==> config.mk <==
export PLATFORM = sky130hd
export DESIGN_NAME = writeback_arbiter
export DESIGN_NICKNAME = d
export VERILOG_FILES = /design/src/rtl/wb_pkg.sv /design/src/rtl/wb_rr_arb.sv /design/src/rtl/writeback_arbiter.sv
export SDC_FILE = /design/constraint.sdc
export NUM_CORES = 1
export LEC_CHECK = 0
export ABC_AREA = 1
export CORE_MARGIN = 10
export CORE_UTILIZATION = 35
export CTS_BUF_LIST = sky130_fd_sc_hd__clkbuf_4
export CTS_CLUSTER_DIAMETER = 200
export DETAILED_ROUTE_END_ITERATION = 16
export PLACE_DENSITY_LB_ADDON = 0.25
export REMOVE_ABC_BUFFERS = 1
export SETUP_SLACK_MARGIN = 0.1
export SLEW_MARGIN = 20
export SYNTH_ARGS = -nofsm -noshare
export SYNTH_HDL_FRONTEND = slang
export SYNTH_SLANG_ARGS = --single-unit
==> constraint.sdc <==
create_clock -name clk -period 2.15 [get_ports clk]
set_clock_uncertainty 0.15 [all_clocks]
set_input_delay 0.215 -clock clk [delete_from_list [all_inputs] [get_ports clk]]
set_output_delay 0.215 -clock clk [all_outputs]
set_load 0.02 [all_outputs]
==> src/rtl/wb_pkg.sv <==
// Shared widths and source encoding for the writeback arbiter and its round-robin grant logic.
package wb_pkg;
  localparam int XLEN       = 32;
  localparam int NREG       = 32;
  localparam int REG_ADDR_W = 5;

  typedef enum logic {
    SRC_ALU = 1'b0,
    SRC_LSU = 1'b1
  } src_e;
endpackage

==> src/rtl/wb_rr_arb.sv <==
// Two-requester round-robin grant; the source not granted last wins contention.
//   state   | meaning
//   SRC_ALU | ALU was granted last, LSU wins the next contention
//   SRC_LSU | LSU was granted last (reset), ALU wins the next contention
module wb_rr_arb
  import wb_pkg::*;
(
  input  logic clk,
  input  logic rst_n,
  input  logic alu_valid,
  input  logic lsu_valid,
  output logic alu_grant,
  output logic lsu_grant
);

  src_e last_grant_q, last_grant_d;
  logic alu_grant_c, lsu_grant_c;

  always_ff @(posedge clk or negedge rst_n) begin
    if (!rst_n) last_grant_q <= SRC_LSU;
    else        last_grant_q <= last_grant_d;
  end

  always_comb begin
    alu_grant_c  = 1'b0;
    lsu_grant_c  = 1'b0;
    last_grant_d = last_grant_q;
    if (alu_valid && lsu_valid) begin
      if (last_grant_q == SRC_LSU) alu_grant_c = 1'b1;
      else                         lsu_grant_c = 1'b1;
    end else if (alu_valid) begin
      alu_grant_c = 1'b1;
    end else if (lsu_valid) begin
      lsu_grant_c = 1'b1;
    end
    if (alu_grant_c) last_grant_d = SRC_ALU;
    if (lsu_grant_c) last_grant_d = SRC_LSU;
  end

  // Gating with rst_n keeps both readies low while reset is held.
  assign alu_grant = alu_grant_c & rst_n;
  assign lsu_grant = lsu_grant_c & rst_n;

endmodule

==> src/rtl/writeback_arbiter.sv <==
// Merges ALU and load results into one registered register-file write port and tracks pending destinations.
module writeback_arbiter
  import wb_pkg::*;
#(
  parameter int XLEN = wb_pkg::XLEN,
  parameter int NREG = wb_pkg::NREG
) (
  input  logic                  clk,
  input  logic                  rst_n,
  input  logic                  alu_valid,
  output logic                  alu_ready,
  input  logic [REG_ADDR_W-1:0] alu_dest,
  input  logic [XLEN-1:0]       alu_data,
  input  logic                  lsu_valid,
  output logic                  lsu_ready,
  input  logic [REG_ADDR_W-1:0] lsu_dest,
  input  logic [XLEN-1:0]       lsu_data,
  input  logic                  alloc_valid,
  input  logic [REG_ADDR_W-1:0] alloc_dest,
  input  logic                  flush,
  output logic                  reg_write_en,
  output logic [REG_ADDR_W-1:0] reg_write_dest,
  output logic [XLEN-1:0]       reg_write_data,
  output logic [NREG-1:0]       busy
);

  logic                  xfer;
  logic [REG_ADDR_W-1:0] xfer_dest;
  logic [XLEN-1:0]       xfer_data;

  logic                  reg_write_en_q, reg_write_en_d;
  logic [REG_ADDR_W-1:0] reg_write_dest_q, reg_write_dest_d;
  logic [XLEN-1:0]       reg_write_data_q, reg_write_data_d;
  logic [NREG-1:0]       busy_q, busy_d;

  wb_rr_arb u_arb (
    .clk       (clk),
    .rst_n     (rst_n),
    .alu_valid (alu_valid),
    .lsu_valid (lsu_valid),
    .alu_grant (alu_ready),
    .lsu_grant (lsu_ready)
  );

  assign xfer      = alu_ready | lsu_ready;
  assign xfer_dest = alu_ready ? alu_dest : lsu_dest;
  assign xfer_data = alu_ready ? alu_data : lsu_data;

  always_comb begin
    reg_write_en_d   = 1'b0;
    reg_write_dest_d = reg_write_dest_q;
    reg_write_data_d = reg_write_data_q;
    if (xfer && (xfer_dest != '0)) begin
      reg_write_en_d   = 1'b1;
      reg_write_dest_d = xfer_dest;
      reg_write_data_d = xfer_data;
    end
  end

  // Priority per bit: flush, then alloc, then clearing transfer; x0 is never pending.
  always_comb begin
    busy_d = busy_q;
    for (int i = 1; i < NREG; i++) begin
      if (xfer && (xfer_dest == REG_ADDR_W'(i)))           busy_d[i] = 1'b0;
      if (alloc_valid && (alloc_dest == REG_ADDR_W'(i)))   busy_d[i] = 1'b1;
    end
    busy_d[0] = 1'b0;
    if (flush) busy_d = '0;
  end

  always_ff @(posedge clk or negedge rst_n) begin
    if (!rst_n) begin
      reg_write_en_q   <= 1'b0;
      reg_write_dest_q <= '0;
      reg_write_data_q <= '0;
      busy_q           <= '0;
    end else begin
      reg_write_en_q   <= reg_write_en_d;
      reg_write_dest_q <= reg_write_dest_d;
      reg_write_data_q <= reg_write_data_d;
      busy_q           <= busy_d;
    end
  end

  assign reg_write_en   = reg_write_en_q;
  assign reg_write_dest = reg_write_dest_q;
  assign reg_write_data = reg_write_data_q;
  assign busy           = busy_q;

endmodule

==> impl_metrics.yaml, run 1 <==
grt:
  met2_usage: 0.2478
  grt-busiest-layer: "met2"
  grt-ovfl-total: 0
  grt_max_degree: 41
  grt_pass1_vias: 3963
  antenna_found_initial: 0
  grt_usage: 0.1575
  grt_pass1_wl_um: 20390
  gr-usage-met3: 0.04309
  met1_usage: 0.2045
sta:
  fin_crit_sh: 0.9016
  period_needed_ps: 1938
  setup_viol: 0
  rsz0062_at_grt: "yes"
  drv_slew: 0
  fmax_mhz: 515.9
  hold_viol: 0
  timing.slew.headroom: 0.6412
  worst_pin_slew_ps: 538.1
critical_path:
  critPathBufInv: 3
  critPathMaxStageDelay_ps: 560
  end_kind: "output port"
  r2r_cells: 11
  crit_chain: "dlygate4sd3_1, buf_2, nand2_1, nor2_1, dlygate4sd2_1"
  arrival_ps: 1570
  timing.rr.start: "u_arb.last_grant_q"
  r2r_slack_ps: 220
  startpoint: "rst_n"
  r2r_end: "busy[20]"
  worst-path-stages: 5
  cp-endpoint: "lsu_ready"
  path_class: "in -> out"
  crit_slowest_cell: "dlygate4sd3_1"
  crit_fanout: 4
  cp-start-kind: "input pin"
  required_ps: 1780
  crit_family: "buffers and inverters"
floorplan:
  fp-row-count: 38
  initial_core_util: 0.3572
  dieWidth_um: 125.2
  die_y_um: 125.2
  coreArea_um2: 10840
  die-area_um2: 15670
  ios: 157
drt:
  drtIter0Drc: 233
  viasPerCell: 4.663
  postRouteAntennaNets: 0
  drc: 0
  wl_per_cell_um: 15.30
  wl_um: 12850
  vias: 3917
  dr.pass1.iters: 4
synth:
  syn_area_per_cell_um2: 7.404
  synth_top_area_frac: 0.4459
  syn_inst: 523
  ys_types: 24
  ys.flop_type: "dfrtp_1"
  synth_area_leader_cell: "dfrtp_1"
  yosysWarnings: 0
  ys_top_cells_by_count: "nand2_1 (262), dfrtp_1 (69), nand3_1 (35), a21oi_1 (31), nand2_2 (31)"
  synth_area_leaders: "dfrtp_1 (45%), nand2_1 (25%), nand2_2 (5.0%), nand3_1 (4.5%), a21oi_1 (4.0%)"
  postSynth.asyncResetShare: 1.000
  syn_area_um2: 3872
  ys_ff_latch: 70
  synth_most_common_cell: "nand2_1"
  seq_area_frac_synth: 0.4527
  synth-edff-count: 0
worst_hold_path:
  min_path_type: "in -> reg"
  whs_path_depth: 5
cts:
  cts_max_level: 3
  cts.sinks: 70
  insertion_delay_ps: 420
  cts-root-buf: "clkbuf_4"
  clk_path_buf_depth: 2
  clk_pin_slew_ps: 100
  cts_tree: "built"
  cts_made_buffers: 9
placement:
  place.gp.congestion: 0.8455
  port_buffers: 155
  post-dp-hpwl_um: 9694
final_layout:
  fillers: 1037
  fin_util: 0.5364
  layout-drive-gt1-share: 0.1443
  insertedDiodeCount: 0
  fin_nets: 781
  syn2layout_area_growth_pct: 50.15
power:
  max-vdd-ir-drop_mv: 0.2396
  power.leakage_nw: 2.730
  cellPowerDensity_nw_per_um2: 649.0
  finalPower_mw: 3.774
outcome:
  status: "complete, no violations"
job:
  drv_cap: 0
## stage by stage
| stage | hold WS (ps) | worst slack, ps | cells | area [µm²] | TNS, ps |
|---|---|---|---|---|---|
| floorplan | -230.6 | -363.4 | 500 | 3692 | -19330 |
| global placement | 144.6 | -21.70 | 821 | 5659 | -170.9 |
| detailed placement | 153.1 | -110.2 | 821 | 5659 | -2968 |
| CTS | 252.6 | 136.4 | 837 | 5774 | 0 |
| global route | 284.9 | 87.50 | 840 | 5814 | 0 |
| finish | 271.3 | 211.5 | 840 | 5814 | 0 |
## logic make-up after synthesis
| group | synth area share |
|---|---|
| buf+inv | 0.06591 |
| compound gates | 0.04006 |
| simple gates | 0.4404 |
| flops | 0.4527 |
| other cells | 0.0009684 |
## worst min path at each step
stage,from,to
after detailed placement,rst_n,reg_write_data[2]
after CTS,lsu_valid,u_arb.last_grant_q
after global placement,rst_n,reg_write_data[1]
final,alu_data[22],reg_write_data[22]
after floorplan,rst_n,busy[10]
after global routing,lsu_data[28],reg_write_data[28]
## power breakdown
group,switching (mW),total [mW],internal (mW)
clock network,0.448,0.711,0.262
logic,0.788,1.46,0.671
registers,0.110,1.60,1.49
## cell usage in the layout, fill, tap and decap left out, types with 12 or more instances in the layout
cell / count
nand2_2: 31
dfrtp_1: 69
nand3_1: 35
nor2_1: 25
clkdlybuf4s50_1: 152
clkbuf_4: 12
buf_4: 24
nand2_1: 262
inv_1: 17
a21oi_1: 31
## area by class of cell
type	instances	area (µm²)	share of cell area
inverter	20	75.07	0.01291
clock buffer	12	90.09	0.01549
timing repair buffer	184	1810	0.3114
sequential	70	1753	0.3015
clock inverter	3	12.51	0.002152
multi-input combinational	411	1898	0.3264
tap	140	175.2	0.03013
## sequential cells by signal, indices dropped and copies added, names as in the netlist
signal              count
reg_write_data         32
busy                   31
reg_write_dest          5
reg_write_en            1
u_arb.last_grant_q      1
## routing by layer
metal	vias to the layer above	share of wire
met5	-	0
met3	12	0.073
met1	1798	0.46
met2	147	0.45
li1	1960	-
met4	0	0.012
## worst reg2reg max path: stages, from the launching register on
cell     delay, ps
dfstp_2        560
inv_1           50
nand2_2        110
nand2_4        120
nand2_1         90
nand2_2         90
buf_4          160
nor2_2         120
buf_4          170
nand3_1         90
nand2_1         60
a21oi_1         50
## timing repair
action | 4_1_cts | 5_1_grt
hold buffers | 1 | 0
resized for setup | 7 | 2
gates cloned | 0 | 1
setup buffers | 0 | 2
endpoints found under the setup margin | 38 | 60
endpoints found under the hold margin | 69 | 0
pin swaps | 0 | 1
(Power assumes the default switching activity.)
==> inputs of run 2 (changes only) <==
--- a/config.mk
+++ b/config.mk
@@ -6,7 +6,6 @@
 export NUM_CORES = 1
 export LEC_CHECK = 0
 export ABC_AREA = 1
-export CORE_MARGIN = 10
 export CORE_UTILIZATION = 35
 export CTS_BUF_LIST = sky130_fd_sc_hd__clkbuf_4
 export CTS_CLUSTER_DIAMETER = 200
==> impl_metrics.yaml, run 2 (synthesis results as in run 1) <==
placement:
  post-dp-hpwl_um: 8416
  dpl_cell_area_um2: 5659
  port_buffers: 155
  place.gp.congestion: 0.8243
  post-place-ws_ps: -79.59
power:
  seqPwrFrac: 0.428
  max-vdd-ir-drop_mv: 0.2476
  cellPowerDensity_nw_per_um2: 644.7
  internal_power_mw: 2.428
  p_clk_frac: 0.188
  swShare: 0.3507
  power.leakage_nw: 2.717
  p_switching_mw: 1.312
  finalPower_mw: 3.740
  p_comb_frac: 0.384
critical_path:
  r2r_end: "reg_write_data[4]"
  path_class: "in -> reg"
  timing.rr.start: "u_arb.last_grant_q"
  r2r_slack_ps: 230
  end_kind: "flop"
  required_ps: 2310
  cp-start-kind: "input pin"
  arrival_ps: 2080
  crit_fanout: 37
  r2r_cells: 11
grt:
  grt_max_degree: 38
  grt_usage: 0.2012
  antenna_found_initial: 0
  grt_pass1_wl_um: 18100
  grt_pass1_vias: 3776
  grt-ovfl-total: 0
drt:
  drtIter0Drc: 122
  drc: 0
  dr.pass1.iters: 4
  wl_per_cell_um: 13.58
  vias: 3882
  postRouteAntennaNets: 0
  viasPerCell: 4.649
  wl_um: 11340
floorplan:
  die-area_um2: 11490
  die_y_um: 107.2
  ios: 157
  dieWidth_um: 107.2
  fp-row-count: 38
  initial_core_util: 0.3588
  coreArea_um2: 10790
final_layout:
  syn2layout_area_growth_pct: 49.79
  layout-drive-gt1-share: 0.1381
  fin_util: 0.5374
  fin_nets: 776
  final_cell_mix: "nand2_1 (262), clkdlybuf4s50_1 (152), dfrtp_1 (69)"
  design_area_um2: 5801
  insertedDiodeCount: 0
  largest_reg_flops: 32
  layout_commonest_cell: "nand2_1"
cts:
  cts_max_level: 3
  cts_made_buffers: 9
  post-cts-setup-buffer-count: 0
  insertion_delay_ps: 410
  clk_pin_slew_ps: 110
  cts-root-buf: "clkbuf_4"
  cts_tree: "built"
  clk_path_buf_depth: 2
  cts.sinks: 70
sta:
  rsz0062_at_grt: "yes"
  drv_slew: 0
  hold_viol: 0
  period_needed_ps: 1922
  fin_crit_sh: 0.8940
  setup_viol: 0
  timing.slew.headroom: 0.6435
  hold-worst-slack_ps: 269.6
  worst_pin_slew_ps: 534.2
  fmax_mhz: 520.3
  worst_slack_ps: 227.9
job:
  drv_cap: 0
outcome:
  status: "complete, no violations"
worst_hold_path:
  min_path_type: "in -> async"
run 2: cell types whose count changed in the layout (fill, tap and decap cells not counted):
cell | previous run | this run
buf_12 | 4 | 6
nor2_2 | 4 | 5
nor2_4 | 2 | 1
nand2_2 | 31 | 30
buf_2 | 2 | 1
buf_4 | 24 | 19
run 2: through the flow:
step,TNS [ps],instances
after floorplan,-19330,500
after global placement,-144.4,819
after detailed placement,-1946,819
after CTS,0,835
after global routing,0,835
final,0,835
run 2: metal layers:
layer / vias to the layer above / GRT usage / routed length (µm)
met4: 0 / 0.06556 / 140
met3: 12 / 0.03951 / 853
li1: 1952 / - / -
met1: 1775 / 0.2568 / 5104
met5: - / 0 / 0
met2: 143 / 0.3410 / 5239
run 2: worst max-delay path: stages:
cell and delay [ps]:
dlygate4sd3_1 560, buf_4 150, nand2_1 80, inv_2 60, buf_4 180, nand3_2 90
nand2_4 90, nor2_8 150, nand2_4 60, nand2_4 80, nand2_8 170, nand2_1 120
nand2_1 50
run 2: cell type report:
cell class                 count  area [µm²]
inverter                      20       75.07
clock inverter                 3       12.51
multi-input combinational    410        1887
timing repair buffer         180        1808
fill                        1018        4992
clock buffer                  12       90.09
sequential                    70        1753
tap                          140       175.2
run 2: worst max path at each step:
stage,end,depth (start not counted),from,slack [ps]
after floorplan,reg_write_data[14],10,u_arb.last_grant_q,-360
after global placement,reg_write_dest[2],11,lsu_valid,-20
after detailed placement,reg_write_data[26],11,lsu_valid,-80
after CTS,alu_ready,5,u_arb.last_grant_q,80
after global routing,reg_write_data[22],11,u_arb.last_grant_q,80
final,reg_write_data[4],13,rst_n,230
run 2: what timing repair did:
item / in CTS / in global routing
endpoints found under the setup margin: 32 / 52
hold buffers: 1 / 0
gates resized for setup: 5 / 7
endpoints found under the hold margin: 69 / 0
pin swaps: 0 / 1
run 2: power by group through the flow:
stage / sequential (mW) / clock, mW / combinational, mW
2_1_floorplan: 1.84 / 0 / 0.436
3_3_place_gp: 1.62 / 0 / 1.42
3_5_place_dp: 1.63 / 0 / 1.43
4_1_cts: 1.60 / 0.730 / 1.44
5_1_grt: 1.62 / 0.785 / 1.55
6_report: 1.60 / 0.702 / 1.44
==> inputs of run 3 (changes only) <==
--- a/config.mk
+++ b/config.mk
@@ -6,6 +6,7 @@
 export NUM_CORES = 1
 export LEC_CHECK = 0
 export ABC_AREA = 1
+export CORE_MARGIN = 4
 export CORE_UTILIZATION = 35
 export CTS_BUF_LIST = sky130_fd_sc_hd__clkbuf_4
 export CTS_CLUSTER_DIAMETER = 200
==> constraint.sdc (replaced) <==
create_clock -name clk -period 2.3 [get_ports clk]
set_clock_uncertainty 0.15 [all_clocks]
set_input_delay 0.23 -clock clk [delete_from_list [all_inputs] [get_ports clk]]
set_output_delay 0.23 -clock clk [all_outputs]
set_load 0.02 [all_outputs]
==> impl_metrics.yaml, run 3 (synthesis results as in run 1) <==
cts:
  cts.sinks: 70
  insertion_delay_ps: 430
  clk_path_buf_depth: 2
  clk_pin_slew_ps: 130
  cts_made_buffers: 9
  cts_tree: "built"
  cts_max_level: 3
  cts-root-buf: "clkbuf_4"
critical_path:
  r2r_slack_ps: 360
  r2r_cells: 11
  r2r_end: "reg_write_data[4]"
  crit_fanout: 15
  cp-start-kind: "flop"
  startpoint: "u_arb.last_grant_q"
  end_kind: "output port"
  path_class: "reg -> out"
  required_ps: 1920
  arrival_ps: 1590
  timing.rr.start: "u_arb.last_grant_q"
drt:
  vias: 3839
  wl_per_cell_um: 14.51
  postRouteAntennaNets: 0
  wl_um: 12070
  drc: 0
  drtIter0Drc: 156
  viasPerCell: 4.614
  dr.pass1.iters: 5
power:
  swShare: 0.3571
  power.leakage_nw: 2.680
  internal_power_mw: 2.330
  max-vdd-ir-drop_mv: 0.3135
  seqPwrFrac: 0.415
  finalPower_mw: 3.623
  p_comb_frac: 0.362
  p_clk_frac: 0.224
  p_switching_mw: 1.294
  cellPowerDensity_nw_per_um2: 630.8
sta:
  setup_viol: 0
  period_needed_ps: 1968
  rsz0062_at_grt: "no"
  hold_viol: 0
  drv_slew: 0
  timing.slew.headroom: 0.5169
  worst_pin_slew_ps: 724.6
  fmax_mhz: 508.2
  fin_crit_sh: 0.8556
final_layout:
  ff_latch_area_um2: 1753
  largest_reg_flops: 32
  layoutNonFillerInstCount: 832
  layout_commonest_cell: "nand2_1"
  multi_input_area_um2: 1873
  insertedDiodeCount: 0
  syn2layout_area_growth_pct: 48.34
  fin_nets: 772
  fillers: 1041
  layout-drive-gt1-share: 0.1373
  final_cell_mix: "nand2_1 (262), clkdlybuf4s50_1 (152), dfrtp_1 (69)"
worst_hold_path:
  min_path_type: "in -> async"
floorplan:
  initial_core_util: 0.3572
  dieWidth_um: 113.2
  coreArea_um2: 10840
  die-area_um2: 12810
  ios: 157
  die_y_um: 113.2
  fp-row-count: 38
placement:
  post-dp-hpwl_um: 8858
  port_buffers: 155
  place.gp.congestion: 0.8251
  dp.cells: 815
grt:
  grt-ovfl-total: 0
  grt_pass1_vias: 3857
  grt_max_degree: 56
  antenna_found_initial: 0
  grt_pass1_wl_um: 19430
  grt_usage: 0.1883
outcome:
  status: "complete, no violations"
job:
  drv_cap: 0
==> run 3: cell count changes in the layout (fill, tap and decap cells not counted), sizes merged <==
cell and delta:
clkinvlp +3, buf -5, clkbuf -2, bufinv +1
==> run 3: timing repair <==
item / CTS / global route
buffers inserted: 0 / 0
resized for setup: 3 / 2
endpoints found under the hold margin: 69 / 0
hold buffers: 1 / 0
setup endpoints to repair: 2 / 7
==> run 3: worst max-delay path by stage <==
stage | end | slack, ps
after global placement | reg_write_data[21] | 50
after CTS | alu_ready | 120
after floorplan | reg_write_data[14] | -210
final | alu_ready | 330
after global routing | reg_write_data[22] | 200
after detailed placement | reg_write_data[22] | -30
==> run 3: metal layers <==
layer,global-route usage,wire length (µm)
met4,0.04167,107
met3,0.04973,966
met5,0,0
met2,0.3124,5610
met1,0.2476,5385
==> run 3: power by group through the flow <==
stage                     sequential, mW  combinational, mW  clock (mW)
after global placement              1.52               1.30           0
after floorplan                     1.72              0.408           0
after detailed placement            1.53               1.32           0
after CTS                           1.50               1.32       0.835
after global routing                1.52               1.42       0.897
final                               1.50               1.31       0.810
==> run 3: critical path: stages (launching register included) <==
cell	delay, ps
dfstp_2	570
inv_1	50
nand2_2	80
nand2_4	120
inv_2	130
clkbuf_2	210
==> run 3: through the flow <==
stage	hold slack, ps	area, µm²	utilization	TNS (ps)	setup WS (ps)
2_1_floorplan	-215.6	3692	-	-9126	-213.4
3_3_place_gp	78.36	5589	0.5156	0	45.75
3_5_place_dp	84.32	5589	0.5156	-260.8	-32.06
4_1_cts	179.1	5741	0.5295	0	122.5
5_1_grt	185.1	5744	0.5299	0	201.5
6_report	187.6	5744	0.5299	0	332.1
==> run 3: cell type report <==
cell class | instances | area share
repair buffers | 176 | 0.3004
clock inverters | 7 | 0.01307
well taps | 140 | 0.03049
inverters | 20 | 0.01307
multi-input cells | 410 | 0.3261
flip-flops and latches | 70 | 0.3052
clock buffers | 9 | 0.01176
